===== src/rtl/universal_reg.sv =====
// -----------------------------------------------------------------------------
// universal_reg
//   General-purpose WIDTH-bit register with synchronous clear/preset and a
//   mode-selected operation: hold, parallel load, shift left/right with serial
//   fill, rotate left/right, and modulo increment/decrement with a one-cycle
//   wrap-around flag.
//
// Ports
//   clk    : clock, all state changes on the rising edge
//   rst_n  : asynchronous active-low reset (q <= RST_VAL, wrap <= 0)
//   clr    : synchronous clear, highest priority
//   pst    : synchronous preset to PST_VAL, below clr
//   ena    : enables the operation selected by mode
//   mode   : 000 hold, 001 load, 010 shl, 011 shr, 100 rol, 101 ror,
//            110 inc, 111 dec
//   d      : parallel load data
//   sin_l  : serial bit entering the MSB on shift right
//   sin_r  : serial bit entering the LSB on shift left
//   q      : registered contents
//   wrap   : registered, high for one cycle after an inc/dec wrap-around
//   zero   : combinational, high when q == 0
// -----------------------------------------------------------------------------
module universal_reg #(
    parameter int unsigned      WIDTH   = 8,
    parameter logic [WIDTH-1:0] RST_VAL = '0,
    parameter logic [WIDTH-1:0] PST_VAL = '1
) (
    input  logic             clk,
    input  logic             rst_n,
    input  logic             clr,
    input  logic             pst,
    input  logic             ena,
    input  logic [2:0]       mode,
    input  logic [WIDTH-1:0] d,
    input  logic             sin_l,
    input  logic             sin_r,
    output logic [WIDTH-1:0] q,
    output logic             wrap,
    output logic             zero
);

    localparam logic [2:0] MODE_HOLD = 3'b000;
    localparam logic [2:0] MODE_LOAD = 3'b001;
    localparam logic [2:0] MODE_SHL  = 3'b010;
    localparam logic [2:0] MODE_SHR  = 3'b011;
    localparam logic [2:0] MODE_ROL  = 3'b100;
    localparam logic [2:0] MODE_ROR  = 3'b101;
    localparam logic [2:0] MODE_INC  = 3'b110;
    localparam logic [2:0] MODE_DEC  = 3'b111;

    localparam logic [WIDTH-1:0] ONE = WIDTH'(1);

    logic [WIDTH-1:0] q_p0;
    logic             wrap_p0;
    logic [WIDTH-1:0] q_p1;
    logic             wrap_p1;

    // ---- stage 0: next-state selection from current contents and controls ----
    // wrap_p0 defaults low so every non-wrapping edge (clr, pst, hold, other
    // modes) clears the flag, making it a single-cycle pulse.
    always_comb begin
        q_p0    = q_p1;
        wrap_p0 = 1'b0;
        if (clr) begin
            q_p0 = '0;
        end else if (pst) begin
            q_p0 = PST_VAL;
        end else if (ena) begin
            case (mode)
                MODE_HOLD: q_p0 = q_p1;
                MODE_LOAD: q_p0 = d;
                MODE_SHL:  q_p0 = {q_p1[WIDTH-2:0], sin_r};
                MODE_SHR:  q_p0 = {sin_l, q_p1[WIDTH-1:1]};
                MODE_ROL:  q_p0 = {q_p1[WIDTH-2:0], q_p1[WIDTH-1]};
                MODE_ROR:  q_p0 = {q_p1[0], q_p1[WIDTH-1:1]};
                MODE_INC: begin
                    q_p0    = q_p1 + ONE;
                    wrap_p0 = &q_p1;
                end
                MODE_DEC: begin
                    q_p0    = q_p1 - ONE;
                    wrap_p0 = ~|q_p1;
                end
                default:   q_p0 = q_p1;
            endcase
        end
    end

    // ---- stage 1: register ----
    always_ff @(posedge clk or negedge rst_n) begin
        if (!rst_n) begin
            q_p1    <= RST_VAL;
            wrap_p1 <= 1'b0;
        end else begin
            q_p1    <= q_p0;
            wrap_p1 <= wrap_p0;
        end
    end

    assign q    = q_p1;
    assign wrap = wrap_p1;
    assign zero = (q_p1 == '0);

endmodule

===== config.mk =====
export PLATFORM = sky130hd
export DESIGN_NAME = universal_reg
export DESIGN_NICKNAME = d
export VERILOG_FILES = /design/src/rtl/universal_reg.sv
export SDC_FILE = /design/constraint.sdc
export NUM_CORES = 1
export LEC_CHECK = 0
export CORE_MARGIN = 4
export CORE_UTILIZATION = 40
export DETAILED_ROUTE_END_ITERATION = 12
export PLACE_DENSITY_LB_ADDON = 0.25
export SYNTH_ARGS = -nofsm -noshare
export SYNTH_HDL_FRONTEND = slang
export SYNTH_SLANG_ARGS = --single-unit

===== constraint.sdc =====
create_clock -name clk -period 1.95 [get_ports clk]
set_input_delay 0.39 -clock clk [delete_from_list [all_inputs] [get_ports clk]]
set_output_delay 0.39 -clock clk [all_outputs]
set_load 0.02 [all_outputs]

# Word level (Yosys, flattened, before mapping)
# Index checks and enable logic that the tools add are counted.
word_totals:
  ff_bits: 9
  word_cells: 27
op_classes:
  add_sub_neg: 2
  eq_ne: 8
  mux: 8
  reduce_logical: 7
ops:
  columns: ["op", "count"]
  rows:
  - ["8-bit one-hot mux with 7 select lines", 1]
  - ["8-bit 2-to-1 mux", 3]
  - ["3-bit equality test, second input constant", 4]
  - ["8-bit by 1-bit adder with 8-bit output, second input constant", 1]
  - ["8-bit zero test", 1]
  - ["8-bit AND reduction", 1]
  - ["8-bit OR reduction", 1]
  - ["8-bit by 1-bit subtractor with 8-bit output, second input constant", 1]
  - ["3-bit by 2-bit equality test with 1-bit output, second input constant", 2]
  - ["3-bit by 1-bit equality test with 1-bit output, second input constant", 1]
  - ["3-bit zero test", 1]
  - ["1-bit 2-to-1 mux", 3]
  - ["3-bit inequality test, second input constant", 1]
  - ["3-bit nonzero test", 1]
  - ["1-bit one-hot mux with 2 select lines", 1]
  - ["2-bit AND reduction", 1]
  - ["1-bit zero test", 1]

# Depth between registers and ports, before layout
# Gate-level depths: netlist of the first run.
depth:
  depth_word: 6
  depth_mapped: 8
  ltp_nobuf: 7

# Worst setup path before layout of the first run
# OpenSTA, ideal clock, no wires.
synth_timing:
  kind: "flip-flop to flip-flop"
  start: "register q_p1[1], in the netlist q[1]"
  end: "register wrap_p1, in the netlist wrap"
  setup_time_ns: 0.105
  arrival_time_ns: 2.086
  required_time_ns: 1.845
  setup_slack_ns: -0.241
  path_stages_with_launch: 6
  path_buffers: 1
  period_less_slack_ns: 2.191
  cell_sequence: "dfrtp_1 buf_6 or4_4 nor3_1 a21oi_1 nor4b_1"
synth_between:
  elab_chain_cells: 6
synth_lines:
  columns: ["item", "line", "text"]
  rows:
  - ["start, declared", "55", "logic [WIDTH-1:0] q_p1;"]
  - ["start signal, assigned", "95", "q_p1 <= q_p0;"]
  - ["8-bit OR reduction", "82", "wrap_p0 = ~|q_p1;"]
  - ["1-bit zero test", "82", null]
  - ["1-bit one-hot mux with 2 select lines (*)", "69", "case (mode)"]
  - ["1-bit 2-to-1 mux (*)", "68", "end else if (ena) begin"]
  - ["1-bit 2-to-1 mux (*)", "66", "end else if (pst) begin"]
  - ["1-bit 2-to-1 mux (*)", "64", "if (clr) begin"]
  - ["via wrap_p0", "54", "logic wrap_p0;"]
  - ["end signal, assigned", "96", "wrap_p1 <= wrap_p0;"]
  - ["end, declared", "56", "logic wrap_p1;"]
# The timed path passes the listed nets; every way through them passes the cells marked *.
# A chain may end at the register's enable or synchronous reset.

# Worst setup path after layout of the first run
layout_timing:
  start: "register q_p1[1], in the netlist q[1]"
  end: "register q_p1[6], in the netlist q[6]"
layout_between:
  elab_chain_cells: 5
layout_lines:
  columns: ["item", "line"]
  rows:
  - ["8-bit by 1-bit subtractor with 8-bit output or 8-bit by 1-bit adder with 8-bit output (tied branches)", "81, 77"]
  - ["8-bit one-hot mux with 7 select lines (*)", "69"]
  - ["8-bit 2-to-1 mux (*)", "68"]
  - ["8-bit 2-to-1 mux (*)", "66"]
  - ["8-bit 2-to-1 mux (*)", "64"]
# Mark *: on every way between the ends. The rest lies on a longest branch, timed or not. The select of a mux whose other input is x is not followed.

==> results of run 1 <==
==> final cells by class <==
cell class	count	area, um^2
tap	28	35.0
timing repair buffer	50	440
fill	204	803
inverter	3	11.3
clock buffer	3	22.5
clock inverter	1	5.00
sequential	9	228
multi-input combinational	98	752
==> layout by cell type, fill, tap and decap left out, drive strengths merged, types with 4 or more instances in the layout <==
cell type	synthesis	layout
nand2	7	7
clkdlybuf4s50	0	23
nor3	8	8
o21ai	5	5
a31o	4	4
a211o	5	5
nand3	5	5
and3b	4	4
buf	4	24
a221oi	4	4
dfrtp	9	9
a21oi	4	4
mux2	5	5
nor2	7	7
==> cells by family after synthesis <==
| logic type | count (synthesis) |
|---|---|
| AOI/OAI and AO/OA | 40 |
| xor gates and xnor gates | 2 |
| adders and majority gates | 1 |
| buffers and inverters | 15 |
| DFF | 9 |
| muxes | 6 |
| and+or+nand+nor | 49 |
==> metal layers <==
layer  track usage (%)  routed length, um
met3              2.45                276
met4              11.3                 85
met2              33.5               1660
met5                 0                  0
met1              24.4               1320
==> power by group through the flow <==
stage / combinational, W / clock, W / sequential, W
after global placement: 0.000366 / 0 / 0.000218
final: 0.000389 / 0.000147 / 0.000217
after floorplan: 0.000175 / 0 / 0.000253
after global routing: 0.000416 / 0.000156 / 0.000219
after detailed placement: 0.000373 / 0 / 0.000219
after CTS: 0.000375 / 0.000149 / 0.000216
==> registers in the layout, indices dropped and copies added (netlist names) <==
name,flops
q,8
wrap,1
==> metrics by stage <==
step           setup WS (ns)  total power [W]  instance area [um^2]  hold WS (ns)  setup TNS [ns]
2_1_floorplan        -0.0522         0.000427                  1020        0.0944         -0.0907
3_3_place_gp          -0.385         0.000584                  1440         0.622           -2.35
3_5_place_dp          -0.450         0.000592                  1440         0.623           -2.90
4_1_cts              0.00282         0.000740                  1470         0.435               0
5_1_grt              -0.0395         0.000791                  1490         0.450         -0.0837
6_report            -0.00413         0.000753                  1490         0.420        -0.00413
==> timing repair <==
action                     in CTS  in global routing
cloned                          0                  0
pin swaps                       0                  3
gates resized for setup        10                  7
setup endpoints to repair       6                  4
==> worst max-delay path: cells and delay by family (launching register included) <==
family	cells	cell delay, ns
compound gates	2	0.56
xor+xnor	1	0.14
fa+ha+maj	1	0.21
buf+inv	1	0.18
flops	1	0.40
simple gates	2	0.34
==> path summary, 6_finish.rpt <==
kind | end
min | q[0]
max | q[6]
min in group clk | q[5]
max in group asynchronous | q[3]
max reg2reg | q[6]
min reg2reg | q[5]
==> out/results.ini, run 1 <==
[pwr]
power.share.clock_pct = 19.5
p_comb_share_pct = 51.7
p_seq_share_pct = 28.8
switching_power_w = 0.000281
power_density_nw_per_um2 = 504
swShare_pct = 37.3
vdd_ir_drop_max_uv = 343
power.static_leakage_nw = 0.617
intPower_w = 0.000472

[drt]
routedWlPerCell_um = 17.4
vias = 1217
vias_per_cell = 6.34
antenna_left = 0
first_iter_violations = 53
drc = 0
dr.pass1.iters = 4
wl_um = 3340

[setup_path]
critPathLaunchType = flip-flop
r2r_cells = 7
critPathCaptureType = flip-flop
crit_slowest_cell = dfrtp_2
r2r_setup_slack_ns = -0.004
cp.required_ns = 2.10
r2r-start = q[1]
startpoint = q[1]
critical_path_class = reg2reg
cpPeakStageDelay_ns = 0.40
critPathArrivalTime_ns = 2.11
worstPathMaxFanout = 10
crit_chain = buf_4 -> xnor2_2 -> ha_2 -> nor2b_1 -> nand4_1 -> a31o_2 -> a211o_1

[logic_synthesis]
synthesis.nets = 141
synth_fa_ha_area_share_pct = 1.26
synth-compound-area-share_pct = 31.8
yosys.area.top_type = dfrtp_1
synth_top_area_share_pct = 22.6
syn_avg_cell_area_um2 = 8.16
ys.flop_type = dfrtp_1
synth_common_cells = 9 x dfrtp_1, 8 x clkbuf_1, 8 x nor3_1
synth_edf_count = 0
synthArstFlopShare_pct = 100
synth_top_family_by_area = compound AO/OA/AOI/OAI gates
muxShareOfSynthArea_pct = 6.66
synth_xor_area_share_pct = 1.76
syn_inst = 122
synth.most_common_cell = dfrtp_1
synth_area_leaders = dfrtp_1 23%, mux2_2 5.7%, a211o_1 4.4%
synthSimpleGateAreaFrac_pct = 29.1
synth_cell_type_count = 49
syn_area_um2 = 996
yosysWarnings = 0
seq_area_frac_synth_pct = 22.6
yosys_register_bits = 9

[global_route]
grt_pass1_vias = 1138
grt_antenna_before_repair = 0
grt_pass1_wl_um = 5190
grt_max_degree = 18
grt-ovfl-total = 0
grt_usage_pct = 19.9

[clocking]
cts-root-buf = clkbuf_4
clk_pin_slew_ns = 0.06
cts.sinks = 9
cts_max_level = 1
cts_setup_buffers = 0
insertion_delay_ns = 0.27
hold_buffers = 0
tritoncts = built
clockBufferDepth = 2
cts_inserted_buffers = 3

[die]
die_y_um = 57.9
start_util_pct = 43.4
die_area_um2 = 3350
rows = 17
die_x_um = 57.9
io_pins = 28
fp.coreArea_um2 = 2300

[sta]
post-route-min-period_ns = 1.95
hold_violations = 0
setup_viol = 1
worst_slack_ns = -0.00413
max_slew_margin_pct = 64.7
drv_slew = 0
max_freq_mhz = 512
rsz0062_at_grt = yes
finalCritPeriodShare_pct = 100
tightest_slew_ns = 0.522
finClkSkew_ns = 0.00266

[placement]
io_buffers = 27
detailed_place_hpwl_um = 2470
dpl.cell_count = 188
place_congestion = 0.855

[finish]
diodes = 0
fin_util_pct = 65.0
finalNonFillerCells = 192
drive_gt1_share_pct = 29.3
final_nets = 184
synthToLayoutAreaGrowth_pct = 50.0

[run]
cap_viol_max_count = 0

[outcome]
violations = setup timing
outcome = finished, violations left

[worst_hold_path]
min_path_type = in2async

Note: power is estimated with default switching activity, not from simulation.
==> run 2: changes to the inputs <==
--- a/config.mk
+++ b/config.mk
@@ -5,6 +5,7 @@
 export SDC_FILE = /design/constraint.sdc
 export NUM_CORES = 1
 export LEC_CHECK = 0
+export CORE_ASPECT_RATIO = 1.25
 export CORE_MARGIN = 4
 export CORE_UTILIZATION = 40
 export DETAILED_ROUTE_END_ITERATION = 12
==> run 2 against run 1 <==
Net effect:
- total power shrank 0.60%
- cell count grew 2.6%
- sequential share of layout area shrank 0.36 points
- the run now ends clean
- critical path depth is the same
==> out/results.ini, run 2 (synthesis results as in run 1) <==
[setup_path]
crit_chain = buf_6 -> xnor2_2 -> ha_2 -> or3b_2 -> a211oi_2 -> o21ai_0 -> a21oi_1
r2r-end = q[2]
startpoint = q[1]
critPathBufInv = 1
cp.depth = 7
critical_path.top_delay_family = simple AND/OR/NAND/NOR gates
critPathCaptureType = flip-flop
r2r_cells = 7
worstPathMaxFanout = 10
cp.required_ns = 2.14
crit_end = q[2]
crit_slowest_cell = or3b_2
critPathLaunchType = flip-flop
critPathArrivalTime_ns = 2.08
cpPeakStageDelay_ns = 0.48
r2r-start = q[1]
r2r_setup_slack_ns = 0.06
critical_path_class = reg2reg

[finish]
drive_gt1_share_pct = 30.1
largest_reg_flops = 8
synthToLayoutAreaGrowth_pct = 53.6
diodes = 0
reg_top3 = q: 8 flops, wrap: 1 flops
mostFrequentLayoutCells = 23 x clkdlybuf4s50_1, 23 x buf_4
top_register = q
final_nets = 186

[placement]
io_buffers = 27
detailed_place_hpwl_um = 2420
place_congestion = 0.884
dp_slack_ns = -0.408

[global_route]
grt_usage_pct = 20.3
grt_pass1_wl_um = 5240
grt_max_degree = 15
grt_antenna_before_repair = 0
grt-ovfl-total = 0
grt_pass1_vias = 1161

[drt]
antenna_left = 0
wl_um = 3110
drc = 0
dr.pass1.iters = 4
routedWlPerCell_um = 15.8
first_iter_violations = 29
vias = 1169
vias_per_cell = 5.93

[pwr]
p_total_w = 0.000749
p_seq_share_pct = 28.9
intPower_w = 0.000480
power_density_nw_per_um2 = 489
swShare_pct = 35.9
p_comb_share_pct = 51.9
power.static_leakage_nw = 0.629
power.share.clock_pct = 19.2
switching_power_w = 0.000269
vdd_ir_drop_max_uv = 262

[clocking]
tritoncts = built
clk_pin_slew_ns = 0.06
cts-root-buf = clkbuf_4
hold_buffers = 0
clockBufferDepth = 2
cts_setup_buffers = 0
cts_max_level = 1
cts.sinks = 9
cts_inserted_buffers = 3
insertion_delay_ns = 0.26

[die]
die_y_um = 63.8
die_x_um = 52.6
rows = 19
io_pins = 28
start_util_pct = 43.6
die_area_um2 = 3360
fp.coreArea_um2 = 2280

[sta]
max_freq_mhz = 528
hold_violations = 0
post-route-min-period_ns = 1.89
finalCritPeriodShare_pct = 97.2
setup_viol = 0
worst_slack_ns = 0.0553
final.setup.tns_ns = 0
drv_slew = 0
finClkSkew_ns = 0.00114
max_slew_margin_pct = 69.0
tightest_slew_ns = 0.463

[outcome]
outcome = finished, final reports clean

[run]
cap_viol_max_count = 0

[worst_hold_path]
min_path_type = in2async

[run 2: through the flow]
stage                     std cells  util (%)  hold WS, ns  area, um^2
after floorplan                 122         -       0.0944        1020
after global placement          193      64.4        0.620        1470
after detailed placement        193      64.4        0.632        1470
after CTS                       197      65.4        0.452        1490
after global routing            197      67.1        0.455        1530
final                           197      67.1        0.434        1530
[run 2: final cells by class]
type	instances	area, um^2
flip-flops and latches	9	228
repair buffers	52	472
clock buffers	4	26.3
inverters	3	11.3
fillers	201	752
multi-input cells	98	754
well taps	31	38.8
[run 2: worst min-delay path by stage]
stage	end	slack (ns)	cells after the start
3_3_place_gp	q[5]	0.62	2
3_5_place_dp	q[6]	0.63	2
6_report	q[0]	0.43	1
2_1_floorplan	q[0]	0.09	0
4_1_cts	wrap	0.45	1
5_1_grt	q[5]	0.46	1
[run 2: timing repair]
action,4_1_cts,5_1_grt
pin swaps,1,3
gates resized for setup,9,9
setup endpoints to repair,8,4
gates cloned,0,0
endpoints found under the hold margin,0,0
[run 2: worst reg2reg max path: stages (launching register included)]
cell and delay, ns:
dfrtp_2 0.40, buf_6 0.14, xnor2_2 0.13, ha_2 0.19
or3b_2 0.48, a211oi_2 0.24, o21ai_0 0.09, a21oi_1 0.14
[run 2: power groups by stage]
stage / clock [W] / combinational [W] / sequential [W]
5_1_grt: 0.000158 / 0.000420 / 0.000219
4_1_cts: 0.000144 / 0.000376 / 0.000215
2_1_floorplan: 0 / 0.000175 / 0.000253
3_5_place_dp: 0 / 0.000376 / 0.000219
6_report: 0.000144 / 0.000389 / 0.000216
3_3_place_gp: 0 / 0.000370 / 0.000218
[run 2: routing by layer]
layer	vias up	share of wire, %	global-route usage [%]
met2	41	51	32.8
li1	574	-	-
met1	547	42	26.4
met3	7	5.6	2.09
met4	0	2.0	9.90
met5	-	0	0
